--- config.mk ---
export PLATFORM = sky130hd
export DESIGN_NAME = beep_scheduler
export DESIGN_NICKNAME = d
export VERILOG_FILES = /design/src/rtl/beep_scheduler.sv
export SDC_FILE = /design/constraint.sdc
export NUM_CORES = 1
export LEC_CHECK = 0
export BUFFER_PORTS_ARGS = -buffer_cell sky130_fd_sc_hd__buf_2
export CAP_MARGIN = 20
export CORE_ASPECT_RATIO = 2
export CORE_MARGIN = 2
export CORE_UTILIZATION = 53
export CTS_CLUSTER_SIZE = 8
export DETAILED_ROUTE_END_ITERATION = 7
export PLACE_DENSITY = 0.85
export SLEW_MARGIN = 25
export SYNTH_ARGS = -nofsm -noshare
export SYNTH_HDL_FRONTEND = slang
export SYNTH_SLANG_ARGS = --single-unit
--- constraint.sdc ---
create_clock -name clk -period 3.7 [get_ports clk]
set_input_delay 0 -clock clk [delete_from_list [all_inputs] [get_ports clk]]
set_output_delay 0 -clock clk [all_outputs]
set_load 0.01 [all_outputs]
--- src/rtl/beep_scheduler.sv ---
// Tone sequencer/arbiter: latches short/long/alarm requests, grants one at a time
// (alarm > long > short) and times each tone plus its trailing gap from a tick strobe.
module beep_scheduler #(
  parameter int unsigned FW          = 52,
  parameter int unsigned SHORT_TICKS = 50,
  parameter int unsigned LONG_TICKS  = 400,
  parameter int unsigned GAP_TICKS   = 100,
  parameter int unsigned ALARM_BEEPS = 3,
  parameter int unsigned FREQ_SHORT  = 32000,
  parameter int unsigned FREQ_LONG   = 32000,
  parameter int unsigned FREQ_ALARM  = 48000
) (
  input  logic          clk,
  input  logic          reset_n,
  input  logic          enable,
  input  logic          tick,
  input  logic          req_short,
  input  logic          req_long,
  input  logic          req_alarm,
  output logic          s_enable,
  output logic [FW-1:0] sonido,
  output logic          busy,
  output logic          done
);

  localparam int unsigned MaxTone  = (LONG_TICKS > SHORT_TICKS) ? LONG_TICKS : SHORT_TICKS;
  localparam int unsigned MaxTicks = (MaxTone > GAP_TICKS) ? MaxTone : GAP_TICKS;
  localparam int unsigned CW       = $clog2(MaxTicks + 1);
  localparam int unsigned BW       = $clog2(ALARM_BEEPS + 1);

  typedef enum logic [1:0] {StIdle, StTone, StGap} state_e;

  state_e        state_q, state_d;
  logic [CW-1:0] cnt_q, cnt_d;
  logic [BW-1:0] beep_q, beep_d;
  logic [2:0]    pend_q, pend_d;   // {alarm, long, short}
  logic [2:0]    grant;
  logic          sen_q, sen_d;
  logic [FW-1:0] sonido_q, sonido_d;
  logic          done_q, done_d;

  always_comb begin
    grant = 3'b000;
    if (enable && state_q == StIdle) begin
      if (pend_q[2])      grant = 3'b100;
      else if (pend_q[1]) grant = 3'b010;
      else if (pend_q[0]) grant = 3'b001;
    end
    // A same-cycle request of the granted class re-arms its bit.
    pend_d = (pend_q & ~grant) | {req_alarm, req_long, req_short};
  end

  always_comb begin
    state_d  = state_q;
    cnt_d    = cnt_q;
    beep_d   = beep_q;
    sen_d    = sen_q;
    sonido_d = sonido_q;
    done_d   = 1'b0;
    if (enable) begin
      unique case (state_q)
        StIdle: begin
          if (grant != 3'b000) begin
            state_d = StTone;
            sen_d   = 1'b1;
            if (grant[2]) begin
              cnt_d    = CW'(SHORT_TICKS);
              beep_d   = BW'(ALARM_BEEPS);
              sonido_d = FW'(FREQ_ALARM);
            end else if (grant[1]) begin
              cnt_d    = CW'(LONG_TICKS);
              beep_d   = BW'(1);
              sonido_d = FW'(FREQ_LONG);
            end else begin
              cnt_d    = CW'(SHORT_TICKS);
              beep_d   = BW'(1);
              sonido_d = FW'(FREQ_SHORT);
            end
          end
        end
        StTone: begin
          if (tick) begin
            if (cnt_q == CW'(1)) begin
              state_d  = StGap;
              cnt_d    = CW'(GAP_TICKS);
              beep_d   = beep_q - BW'(1);
              sen_d    = 1'b0;
              sonido_d = '0;
            end else begin
              cnt_d = cnt_q - CW'(1);
            end
          end
        end
        StGap: begin
          if (tick) begin
            if (cnt_q != CW'(1)) begin
              cnt_d = cnt_q - CW'(1);
            end else if (beep_q != '0) begin
              // Only an alarm burst carries more than one beep.
              state_d  = StTone;
              cnt_d    = CW'(SHORT_TICKS);
              sen_d    = 1'b1;
              sonido_d = FW'(FREQ_ALARM);
            end else begin
              state_d = StIdle;
              done_d  = 1'b1;
            end
          end
        end
        default: state_d = StIdle;
      endcase
    end
  end

  always_ff @(posedge clk) begin
    if (!reset_n) begin
      state_q  <= StIdle;
      cnt_q    <= '0;
      beep_q   <= '0;
      pend_q   <= '0;
      sen_q    <= 1'b0;
      sonido_q <= '0;
      done_q   <= 1'b0;
    end else begin
      state_q  <= state_d;
      cnt_q    <= cnt_d;
      beep_q   <= beep_d;
      pend_q   <= pend_d;
      sen_q    <= sen_d;
      sonido_q <= sonido_d;
      done_q   <= done_d;
    end
  end

  assign s_enable = sen_q;
  assign sonido   = sonido_q;
  assign busy     = (state_q != StIdle);
  assign done     = done_q;

endmodule

## Yosys cells after proc, flatten, opt, wreduce, memory -nomap -nowiden

Index checks and enable logic that the tools add are counted.

| storage, ports and cells | value |
|---|---|
| bits in registers | 70 |
| input bits | 7 |
| output and inout bits | 55 |

| cells by class | value |
|---|---|
| add/subtract/negate cells | 2 |
| equal/unequal tests | 11 |
| muxes and demuxes | 41 |
| bitwise gates (word level) | 7 |
| reductions and logical operators | 12 |

Operator list:

| cell | count |
|---|---|
| $mux 52 | 6 |
| $pmux 52 s3 | 1 |
| $mux 9 | 8 |
| $pmux 9 s3 | 1 |
| $mux 2 | 10 |
| $mux 16 | 1 |
| $reduce_and 6->1 | 2 |
| $ne 2x2->1 const B | 5 |
| $eq 9x1->1 const B | 1 |
| $mux 1 | 9 |
| $ne 9x1->1 const B | 1 |
| $sub 9x1->9 const B | 1 |
| $reduce_and 8->1 | 1 |
| $mux 3 | 2 |
| $pmux 2 s3 | 1 |
| $reduce_bool 2->1 | 3 |
| $reduce_bool 3->1 | 2 |
| $reduce_and 5->1 | 1 |
| $reduce_or 5->1 | 1 |
| $not 1->1 | 4 |
| $pmux 2 s2 | 1 |
| $and 3x3->3 | 1 |
| $ne 3x3->1 const B | 1 |
| $not 3->3 | 1 |
| other kinds (8) | 8 |

## Logic depth before layout (Yosys ltp)

| logic depth | value |
|---|---|
| depth after elaboration | 8 |
| gate-level depth with buffers | 9 |
| gate-level depth less buffers | 7 |

## Least setup slack after synthesis

No wires, ideal clock.

| timing | value |
|---|---|
| kind | reg-to-reg |
| from | register cnt_q[0] |
| to | register sonido_q[9], in the netlist sonido[9] |
| setup time | 0.132 ns |
| data arrival time | 2.094 ns |
| path slack | 1.475 ns |
| stages on the path, launching flop included | 8 |
| buffers on the path | 1 |
| clock period less this slack | 2.225 ns |
| path through | dfxtp_1 -> ha_1 -> or4b_4 -> o41a_1 -> or4_1 -> buf_2 -> nand3_1 -> o31ai_2 |

| on the way | value |
|---|---|
| cells in the longest elaborated chain, start to end | 3 |

Ends and longest elaborated chain:

| item | line | text |
|---|---|---|
| start: declaration | 34 | `logic [CW-1:0] cnt_q, cnt_d;` |
| start signal: assignment | 126 | `cnt_q <= cnt_d;` |
| $ne 9x1->1 / $eq 9x1->1 (equally long branches) | 96, 83 |  |
| $ne 2x2->1 (no source line) | -- |  |
| $reduce_and 8->1 (no source line) (*) | -- |  |
| end signal: assignment | 130 | `sonido_q <= sonido_d;` |
| end: declaration | 39 | `logic [FW-1:0] sonido_q, sonido_d;` |

Mark *: on every way between the ends. The rest lies on a longest branch, timed or not.
A chain may end at the register's enable or synchronous reset.

## Worst setup path after layout

| timing | value |
|---|---|
| from | register cnt_q[0] |
| to | register sonido_q[13], in the netlist sonido[13] |

The elaborated chain is that of the path after synthesis.

==> results.json <==
{
  "final_area_um2": 1670,
  "finalWirelength_um": 3340,
  "drive_above_1_share": 0.145,
  "yosys_warnings": 0,
  "worstSetupPathType": "reg -> reg",
  "drc": 0,
  "vias": 1411,
  "reg2reg_depth": 6,
  "clock_latency_ns": 0.26,
  "syn_area_um2": 1680,
  "synth-xor-area-share": 0,
  "crit_path_end": "sonido[13]",
  "timing.critical_path.from": "cnt_q[0]",
  "finalSetupViolCount": 0,
  "hp-class": "in -> reg",
  "worst_slew_pin_slew_ns": 0.628,
  "syn-instance-count": 221,
  "fill_cells": 306,
  "min-delay-start": "tick",
  "core_area_um2": 3080,
  "grt_max_degree": 18,
  "clock-sinks": 21,
  "final.min_clock_period_ns": 2.42,
  "cts_setup_buffers": 0,
  "root_buffer": "clkbuf_8",
  "cp_num_cells": 6,
  "critPathMaxFanout": 8,
  "drtIter0Drc": 87,
  "grt.total_usage": 0.186,
  "die_x_um": 43.8,
  "synth_compound_area_frac": 0.229,
  "grt_pass1_vias": 1263,
  "skew_ns": 0.00492,
  "synth-async-reset-ratio": 0,
  "peakVddDrop_mv": 0.267,
  "gp_congestion": 0.884,
  "final_util": 0.540,
  "crit_buf_inv": 0,
  "initial_utilization": 0.546,
  "num_rows": 29,
  "ant_nets": 0,
  "ff2ff_setup_slack_ns": 1.28,
  "cap_violations": 0,
  "clkTransAtPathRegs_ns": 0.07,
  "grt_pass1_wl_um": 5460,
  "start_kind": "flop",
  "synth_top_family_by_area": "buffers and inverters",
  "crit_family": "simple AND/OR/NAND/NOR gates",
  "dieArea_um2": 3670,
  "max_clock_freq_ghz": 0.413,
  "ys_seq_area_frac": 0.250,
  "port_buffers": 18,
  "critPathMaxStageDelay_ns": 0.57,
  "placed_area_um2": 1590,
  "power_density_nw_per_um2": 370,
  "arrival_ns": 2.56,
  "htree_num_levels": 1,
  "final_common_cell": "conb_1",
  "numCtsBuffers": 3,
  "routedWlPerCell_um": 12.6,
  "worstPathCellList": "ha_1, or4b_4, o41a_1, or4_1, nand3_1, o31ai_2",
  "slew_headroom": 0.577,
  "synthDistinctLibCells": 42,
  "required_ns": 3.84,
  "hpwl_um": 2630,
  "antenna_found_initial": 0,
  "dr.pass1.iters": 4,
  "antenna_cells": 0,
  "overflow": 0,
  "synth_ff_type": "dfxtp_1",
  "r2r_start": "cnt_q[0]",
  "syn_to_final_growth_pct": -0.966,
  "power.leakage_uw": 0.000786,
  "critPathCaptureType": "flop",
  "total_power_uw": 616,
  "cts_tree": "yes",
  "synthAdderAreaFrac": 0.0595,
  "crit_slowest_cell": "or4_1",
  "yosys.area_share.simple": 0.182,
  "die_y_um": 83.7,
  "clk_path_buf_depth": 2,
  "r2r_end": "sonido[13]",
  "viasPerCell": 5.32,
  "hold_violations": 0,
  "period_share": 0.655,
  "rsz0062_at_grt": "false",
  "ys_ff_latch": 21,
  "layout.nets": 250,
  "io-pin-count": 62,
  "cts_resized": 0,
  "mostFrequentLayoutCells": "43 x conb_1, 21 x nor2_1, 21 x dfxtp_1",
  "drv_slew": 0,
  "hold_buffers": 3,
  "synth_area_per_cell_um2": 7.61,
  "muxShareOfSynthArea": 0.00595,
  "final.setup.tns_ns": 0,
  "synth_edf_count": 0,
  "status": "finished clean"
}
## Yosys cell counts, types with 3 or more instances
cell | n | area (um2)
buf_4 | 49 | 368
ha_1 | 8 | 100
nand3_1 | 8 | 40.0
o31ai_2 | 3 | 37.5
a31oi_1 | 6 | 37.5
clkbuf_1 | 6 | 22.5
inv_1 | 15 | 56.3
nand2_1 | 10 | 37.5
a21oi_1 | 18 | 90.1
dfxtp_1 | 21 | 420
a211oi_1 | 3 | 22.5
nor2_1 | 21 | 78.8
o21ai_0 | 13 | 65.1
o221a_2 | 3 | 33.8
nand4_1 | 4 | 25.0
## worst min path at each step
stage | end | cells past startpoint
after CTS | done | 3
after global placement | pend_q[2] | 3
after global routing | done | 3
after floorplan | pend_q[2] | 2
final | done | 3
after detailed placement | pend_q[2] | 3
## registers in the layout, summed over array words and instances, names as in the netlist
name,flops
cnt_q,9
pend_q,3
sonido,3
beep_q,2
state_q,2
done,1
s_enable,1
## metal layers
metal  vias to the layer above  global-route usage  share of wire
li1                        707                   -              -
met1                       668               0.234           0.41
met2                        34               0.320           0.55
met3                         2              0.0216          0.040
met4                         0              0.0496         0.0039
met5                         -                   0              0
## power by group
part	switching (uW)	internal, uW
combinational	125	73.0
clock	71.6	76.7
sequential	23.1	246
## area by class of cell
class                           instances  area, um2  share of cell area
Tap cell                               31       38.8              0.0233
Timing Repair Buffer                   24        143              0.0856
Sequential cell                        21        420               0.252
Inverter                               15       56.3              0.0338
Clock buffer                            4       45.0              0.0270
Multi-Input combinational cell        170        963               0.578
## cell families (layout without fill, tap and decap cells)
group | Yosys count | in the layout
flip-flops | 21 | 21
buffers and inverters | 72 | 43
AND/OR/NAND/NOR | 60 | 60
AO/OA/AOI/OAI | 58 | 58
adder cells (fa/ha/maj) | 8 | 8
multiplexers | 1 | 1
other | 1 | 43
## worst register-to-register path: stages, from the launching register on
cell and delay, ns:
dfxtp_1 0.40, ha_1 0.22, or4b_4 0.50, o41a_1 0.37, or4_1 0.57, nand3_1 0.17, o31ai_2 0.07
## metrics by stage
stage / instances / setup slack [ns] / hold slack (ns)
floorplan: 263 / 1.47 / 0.117
global placement: 258 / 1.35 / 0.210
detailed placement: 258 / 1.30 / 0.220
CTS: 265 / 1.28 / 0.0259
global route: 265 / 1.10 / 0.0307
finish: 265 / 1.28 / 0.0324
Note: power is estimated with default switching activity, not from simulation.
